### src/rtl/svs_monitor_ctrl.sv
// Supply-voltage-scaling monitor controller: arms a bank of ring-oscillator
// monitors, captures their counts once, then serially reduces them to min/max.
module svs_monitor_ctrl #(
  parameter int NB_MON    = 30,
  parameter int TARGET_W  = 16,
  parameter int COUNT_W   = 16,
  parameter int TIMEOUT_W = 20
) (
  input  logic                       i_clk,
  input  logic                       i_rst,
  input  logic                       i_start,
  input  logic                       i_abort,
  input  logic [TARGET_W-1:0]        i_target,
  input  logic [NB_MON-1:0]          i_use_ro,
  input  logic [TIMEOUT_W-1:0]       i_timeout,
  input  logic [COUNT_W-1:0]         i_thresh_lo,
  input  logic [COUNT_W-1:0]         i_thresh_hi,
  output logic                       o_mon_enable,
  output logic [TARGET_W-1:0]        o_mon_target,
  output logic [NB_MON-1:0]          o_mon_use_ro,
  input  logic                       i_mon_valid,
  input  logic [NB_MON*COUNT_W-1:0]  i_mon_count,
  output logic                       o_busy,
  output logic                       o_done,
  output logic [1:0]                 o_status,
  output logic [COUNT_W-1:0]         o_min_count,
  output logic [$clog2(NB_MON)-1:0]  o_min_idx,
  output logic [COUNT_W-1:0]         o_max_count,
  output logic [$clog2(NB_MON)-1:0]  o_max_idx,
  output logic                       o_below,
  output logic                       o_above,
  output logic [2:0]                 o_dbg_state
);

  localparam int IDX_W = $clog2(NB_MON);
  localparam logic [IDX_W-1:0] LAST_IDX = IDX_W'(NB_MON - 1);

  localparam logic [1:0] ST_OK      = 2'd0;
  localparam logic [1:0] ST_TIMEOUT = 2'd1;
  localparam logic [1:0] ST_NO_RO   = 2'd2;
  localparam logic [1:0] ST_ABORT   = 2'd3;

  // Handshake: the monitor bank owns i_mon_valid; a count set is accepted on
  // any RUN cycle with i_mon_valid=1, there is no back-pressure toward it.
  typedef enum logic [2:0] {
    S_IDLE   = 3'd0,
    S_SETUP  = 3'd1,
    S_RUN    = 3'd2,
    S_REDUCE = 3'd3,
    S_DONE   = 3'd4
  } state_t;

  state_t state_q, state_d;

  logic [TARGET_W-1:0]  target_q;
  logic [NB_MON-1:0]    use_ro_q;
  logic [TIMEOUT_W-1:0] tmo_q;
  logic [TIMEOUT_W-1:0] tmo_cnt_q;
  logic [COUNT_W-1:0]   lo_q, hi_q;
  logic [COUNT_W-1:0]   shadow [NB_MON];

  logic [IDX_W-1:0]     ridx_q;
  logic [COUNT_W-1:0]   run_min_q, run_max_q;
  logic [IDX_W-1:0]     run_min_idx_q, run_max_idx_q;
  logic                 found_q;

  logic [1:0]           status_q;
  logic [COUNT_W-1:0]   min_q, max_q;
  logic [IDX_W-1:0]     min_idx_q, max_idx_q;
  logic                 below_q, above_q;

  logic                 take, capture, clr_cnt, no_ro, reduce_end, upd_status;
  logic [1:0]           status_d;
  logic                 tmo_hit;

  logic [COUNT_W-1:0]   cur;
  logic                 sel;
  logic [COUNT_W-1:0]   min_n, max_n;
  logic [IDX_W-1:0]     min_idx_n, max_idx_n;

  assign tmo_hit = (tmo_q != '0) && (tmo_cnt_q == tmo_q - TIMEOUT_W'(1));

  always_comb begin
    state_d    = state_q;
    take       = 1'b0;
    capture    = 1'b0;
    clr_cnt    = 1'b0;
    no_ro      = 1'b0;
    reduce_end = 1'b0;
    upd_status = 1'b0;
    status_d   = ST_OK;
    case (state_q)
      S_IDLE: begin
        if (i_start) begin
          take    = 1'b1;
          clr_cnt = 1'b1;
          if (i_use_ro == '0) begin
            state_d    = S_DONE;
            no_ro      = 1'b1;
            upd_status = 1'b1;
            status_d   = ST_NO_RO;
          end else begin
            state_d = S_SETUP;
          end
        end
      end
      S_SETUP: begin
        // Wait out any valid left over from a previous request before arming.
        if (i_abort) begin
          state_d    = S_DONE;
          upd_status = 1'b1;
          status_d   = ST_ABORT;
        end else if (!i_mon_valid) begin
          state_d = S_RUN;
          clr_cnt = 1'b1;
        end else if (tmo_hit) begin
          state_d    = S_DONE;
          upd_status = 1'b1;
          status_d   = ST_TIMEOUT;
        end
      end
      S_RUN: begin
        if (i_abort) begin
          state_d    = S_DONE;
          upd_status = 1'b1;
          status_d   = ST_ABORT;
        end else if (i_mon_valid) begin
          state_d = S_REDUCE;
          capture = 1'b1;
        end else if (tmo_hit) begin
          state_d    = S_DONE;
          upd_status = 1'b1;
          status_d   = ST_TIMEOUT;
        end
      end
      S_REDUCE: begin
        if (i_abort) begin
          state_d    = S_DONE;
          upd_status = 1'b1;
          status_d   = ST_ABORT;
        end else if (ridx_q == LAST_IDX) begin
          state_d    = S_DONE;
          reduce_end = 1'b1;
          upd_status = 1'b1;
          status_d   = ST_OK;
        end
      end
      S_DONE:  state_d = S_IDLE;
      default: state_d = S_IDLE;
    endcase
  end

  // Strict compares keep the lowest index on ties; the first selected entry
  // always seeds the running values so an all-ones count still reports its index.
  always_comb begin
    cur       = shadow[ridx_q];
    sel       = use_ro_q[ridx_q];
    min_n     = run_min_q;
    min_idx_n = run_min_idx_q;
    max_n     = run_max_q;
    max_idx_n = run_max_idx_q;
    if (sel && (!found_q || cur < run_min_q)) begin
      min_n     = cur;
      min_idx_n = ridx_q;
    end
    if (sel && (!found_q || cur > run_max_q)) begin
      max_n     = cur;
      max_idx_n = ridx_q;
    end
  end

  always_ff @(posedge i_clk) begin
    if (i_rst) state_q <= S_IDLE;
    else       state_q <= state_d;
  end

  always_ff @(posedge i_clk) begin
    if (capture) begin
      for (int i = 0; i < NB_MON; i++) shadow[i] <= i_mon_count[i*COUNT_W +: COUNT_W];
    end
  end

  always_ff @(posedge i_clk) begin
    if (i_rst) begin
      target_q      <= '0;
      use_ro_q      <= '0;
      tmo_q         <= '0;
      lo_q          <= '0;
      hi_q          <= '0;
      tmo_cnt_q     <= '0;
      ridx_q        <= '0;
      run_min_q     <= '1;
      run_max_q     <= '0;
      run_min_idx_q <= '0;
      run_max_idx_q <= '0;
      found_q       <= 1'b0;
      status_q      <= ST_OK;
      min_q         <= '1;
      max_q         <= '0;
      min_idx_q     <= '0;
      max_idx_q     <= '0;
      below_q       <= 1'b0;
      above_q       <= 1'b0;
    end else begin
      if (take) begin
        target_q <= i_target;
        use_ro_q <= i_use_ro;
        tmo_q    <= i_timeout;
        lo_q     <= i_thresh_lo;
        hi_q     <= i_thresh_hi;
      end
      if (clr_cnt)                                  tmo_cnt_q <= '0;
      else if (state_q == S_SETUP || state_q == S_RUN) tmo_cnt_q <= tmo_cnt_q + TIMEOUT_W'(1);
      if (capture) begin
        ridx_q        <= '0;
        run_min_q     <= '1;
        run_max_q     <= '0;
        run_min_idx_q <= '0;
        run_max_idx_q <= '0;
        found_q       <= 1'b0;
      end else if (state_q == S_REDUCE) begin
        ridx_q        <= ridx_q + IDX_W'(1);
        run_min_q     <= min_n;
        run_max_q     <= max_n;
        run_min_idx_q <= min_idx_n;
        run_max_idx_q <= max_idx_n;
        found_q       <= found_q | sel;
      end
      if (upd_status) status_q <= status_d;
      if (no_ro) begin
        min_q     <= '1;
        max_q     <= '0;
        min_idx_q <= '0;
        max_idx_q <= '0;
        below_q   <= 1'b0;
        above_q   <= 1'b0;
      end else if (reduce_end) begin
        min_q     <= min_n;
        max_q     <= max_n;
        min_idx_q <= min_idx_n;
        max_idx_q <= max_idx_n;
        below_q   <= (min_n < lo_q);
        above_q   <= (max_n > hi_q);
      end
    end
  end

  assign o_mon_enable = (state_q == S_RUN);
  assign o_mon_target = target_q;
  assign o_mon_use_ro = use_ro_q;
  assign o_busy       = (state_q != S_IDLE);
  assign o_done       = (state_q == S_DONE);
  assign o_status     = status_q;
  assign o_min_count  = min_q;
  assign o_min_idx    = min_idx_q;
  assign o_max_count  = max_q;
  assign o_max_idx    = max_idx_q;
  assign o_below      = below_q;
  assign o_above      = above_q;
  assign o_dbg_state  = state_q;

endmodule

### config.mk
export PLATFORM = sky130hd
export DESIGN_NAME = svs_monitor_ctrl
export DESIGN_NICKNAME = d
export VERILOG_FILES = /design/src/rtl/svs_monitor_ctrl.sv
export SDC_FILE = /design/constraint.sdc
export NUM_CORES = 1
export LEC_CHECK = 0
export BUFFER_PORTS_ARGS = -buffer_cell sky130_fd_sc_hd__buf_4
export CAP_MARGIN = 20
export CORE_AREA = 2 2 268 270
export DETAILED_ROUTE_END_ITERATION = 8
export DIE_AREA = 0 0 270 272
export PLACE_DENSITY = 0.73
export SLEW_MARGIN = 20
export SYNTH_ARGS = -nofsm -noshare
export SYNTH_HDL_FRONTEND = slang
export SYNTH_SLANG_ARGS = --single-unit
### constraint.sdc
create_clock -name i_clk -period 38.6 [get_ports i_clk]
set_input_delay 3.86 -clock i_clk [delete_from_list [all_inputs] [get_ports i_clk]]
set_output_delay 3.86 -clock i_clk [all_outputs]
set_load 0.03 [all_outputs]
==> metrics.md <==
| Metric | Value |
|---|---|
| H-tree depth | `3` |
| Area growth syn-to-layout | `29.2%` |
| Total CTS buffers | `76` |
| Slowest-stage cell, CP | `o41ai_1` |
| Worst Tran Pin Value | `1.12 ns` |
| Vias in the first global route | `21500` |
| Largest net degree at the start of global routing | `97` |
| Post-CTS Resized | `0` |
| Reg2Reg Depth | `21` |
| R2R setup slack | `30.96 ns` |
| Syn Std Cell Area | `0.0298 sq mm` |
| Post-synthesis cell count | `2161` |
| CTS Hold Bufs | `0` |
| Worst vdd ir | `0.0367 mV` |
| PortBufs | `680` |
| Total GRT Usage | `24.6%` |
| Synthesized Nets | `2810` |
| Design Area, Final | `0.0385 sq mm` |
| HP Class | `reg2reg` |
| Crit. End Element | `flop` |
| Crit-path max cell delay | `0.67 ns` |
| Syn avg cell area | `13.8 sq um` |
| GP Congestion | `0.951` |
| Post-DP HPWL | `69400 um` |
| Worst Path Buf+Inv | `2` |
| Fmax | `131 MHz` |
| Clk slew on worst S/H paths | `0.06 ns` |
| Post-synth top flop | `edfxtp_1` |
| Required @ worst endpoint | `39.15 ns` |
| Drt pass-1 iters | `6` |
| Total grt overflow | `0` |
| Clock Path Buffers | `3` |
| Worst R2R End | `o_below` |
| Number of flops mapped to enable cells by yosys | `480` |
| Min Hold Slack | `0.449 ns` |
| Crit-path leading delay family | `compound AO/OA/AOI/OAI gates` |
| Max transition margin | `25.7%` |
| Width of the die | `270 um` |
| RSZ-0062 raised after global routing | `no` |
| Die height | `272 um` |
| First-pass GRT wire length | `135000 um` |
| Ys Warns | `0` |
| CP Class | `reg2reg` |
| Routed Antenna Nets | `0` |
| #FFs+latches synth | `700` |
| DRC | `0` |
| Layout cells sized above 1 | `35.3%` |
| Startpoint Class | `flop` |
| Setup_tns | `0 ns` |
| Initial antenna violation count | `15` |
| CP cell instances | `buf_4 > buf_4 > mux4_2 > mux4_2 > o21a_1 > ha_1 > and3_1 > o21ai_0 > a21oi_1 > o41ai_1 > a41o_1 > nand2_4 > mux2_4 > ha_1 > a21o_1 > a21oi_1 > nor2b_1 > o211ai_1 > and3_1 > o2111ai_1 > nand3_1` |
| Ports | `681` |
| Vias per Instance | `5.48` |
| Final #Nets | `3465` |
| Commonest non-fill, non-tap cell in the layout | `buf_4` |
| Pre-CTS WS | `30.70 ns` |
| WHS Endpoint | `o_min_idx[1]` |
| Max cap viols | `0` |
| Sink Count | `700` |
| Commonest non-fill, non-tap cells in the layout | `708 x buf_4, 480 x edfxtp_1, 289 x nand2_1` |
| First-iteration detailed-routing DRC count | `2061` |
| Final WL | `92800 um` |
| Distinct cells, synth | `73` |
| Worst-Skew Late Latency | `0.64 ns` |
| Root Buffer | `clkbuf_16` |
| CP Max Fanout | `38` |
| Async S/R FF share, synth | `0%` |
| Post-route minimum period | `7.64 ns` |
| Status | `finished, final reports clean` |
| Register area share after synthesis | `63.1%` |
| Final WS setup | `30.96 ns` |
| Power density over the cells | `45.5 mW/mm^2` |
| Final Setup Violations | `0` |
| Cells on Worst Hold Path | `2` |
| Final worst-path cycle share | `19.8%` |
| # fillers | `5696` |
| CTS tree | `yes` |
| Vias | `21000` |
| Die area | `0.0734 sq mm` |
| Final Skew | `0.0361 ns` |
| Final hold viol count | `0` |
| Fin. max-slew vios | `0` |
| Core area | `0.0708 sq mm` |
| WL/cell | `24.2 um` |
| Pleak | `14.2 nW` |
| Starting Density | `42.1%` |
| Post-CTS setup buffers | `0` |
| DP Area | `0.0358 sq mm` |
| Hold Path Origin | `o_min_idx[1]` |
| FP Rows | `98` |
| WP data arrival | `8.19 ns` |
==> kinds of logic after synthesis <==
group,Yosys count,synth area share [%]
AOI/OAI and AO/OA,334,7.23
xor gates and xnor gates,38,1.12
adders and majority gates,66,2.77
buffers and inverters,219,3.05
DFF,700,63.1
muxes,233,13.7
and+or+nand+nor,571,8.99
==> flip-flops by register name, summed over array words and instances, names as in the netlist, 3 cells and up, named ones only <==
register       cells
hi_q              16
lo_q              16
o_dbg_state        3
o_max_count       16
o_max_idx          5
o_min_count       16
o_min_idx          5
o_mon_target      16
o_mon_use_ro      30
ridx_q             5
run_max_idx_q      5
run_max_q         16
run_min_idx_q      5
run_min_q         16
shadow           480
tmo_cnt_q         20
tmo_q             20
==> worst min-delay path, delay by kind of cell (launching register included) <==
| kind | cells | cell delay, ns |
|---|---|---|
| AOI/OAI and AO/OA | 1 | 0.05 |
| DFF | 1 | 0.30 |
| and+or+nand+nor | 1 | 0.05 |
==> synthesized netlist by cell type (19+ instances only) <==
cell type | n | area (sq um)
mux4_2 | 135 | 3040
buf_2 | 26 | 130
xnor2_1 | 19 | 166
a21oi_1 | 133 | 666
nand4_1 | 30 | 188
ha_1 | 66 | 826
nand2_1 | 291 | 1090
nor2_1 | 77 | 289
dfxtp_1 | 220 | 4400
o21ai_0 | 40 | 200
nand3_1 | 19 | 95.1
nor4b_1 | 19 | 166
xor2_1 | 19 | 166
clkbuf_1 | 92 | 345
inv_1 | 86 | 323
o211ai_1 | 20 | 150
o21a_1 | 34 | 255
edfxtp_1 | 480 | 14400
a211oi_1 | 31 | 233
nor3_1 | 51 | 255
mux2i_1 | 76 | 761
==> how the worst max path moves through the flow <==
stage / endpoint / slack, ns / cells past startpoint
final: o_below / 30.96 / 21
after global placement: shadow[16][2] / 30.90 / 6
after CTS: o_below / 30.93 / 21
after floorplan: run_max_q[0] / 9.23 / 4
after detailed placement: shadow[18][3] / 30.70 / 6
after global routing: o_below / 30.44 / 21
==> metal layers <==
metal	track usage (%)	share of wire, %	vias to the layer above
met5	0	0.036	-
met4	9.82	3.5	4
met3	5.68	7.8	143
met2	42.8	51	980
met1	29.5	37	10400
li1	-	-	9496
==> through the flow <==
stage                     utilization (%)  power, mW  std cells
after floorplan                         -      0.924       2161
after global placement               50.6      0.999       3687
after detailed placement             50.6       1.00       3687
after CTS                            54.4       1.76       3826
after global routing                 54.4       1.81       3839
final                                54.5       1.75       3840
==> area by class of cell <==
class / instances / area, sq um / area share (%)
Sequential cell: 700 / 18800 / 48.9
Multi-Input combinational cell: 1242 / 10200 / 26.4
Timing Repair Buffer: 710 / 5350 / 13.9
Clock buffer: 94 / 2000 / 5.19
Tap cell: 950 / 1190 / 3.09
Clock inverter: 45 / 646 / 1.68
Inverter: 86 / 323 / 0.838
Antenna cell: 13 / 32.5 / 0.0844
==> report_power, final <==
part / total [mW] / internal, mW / switching [mW]
clock network: 0.763 / 0.450 / 0.314
registers: 0.826 / 0.814 / 0.0119
logic: 0.162 / 0.0786 / 0.0837
Note: power is estimated with default switching activity, not from simulation.
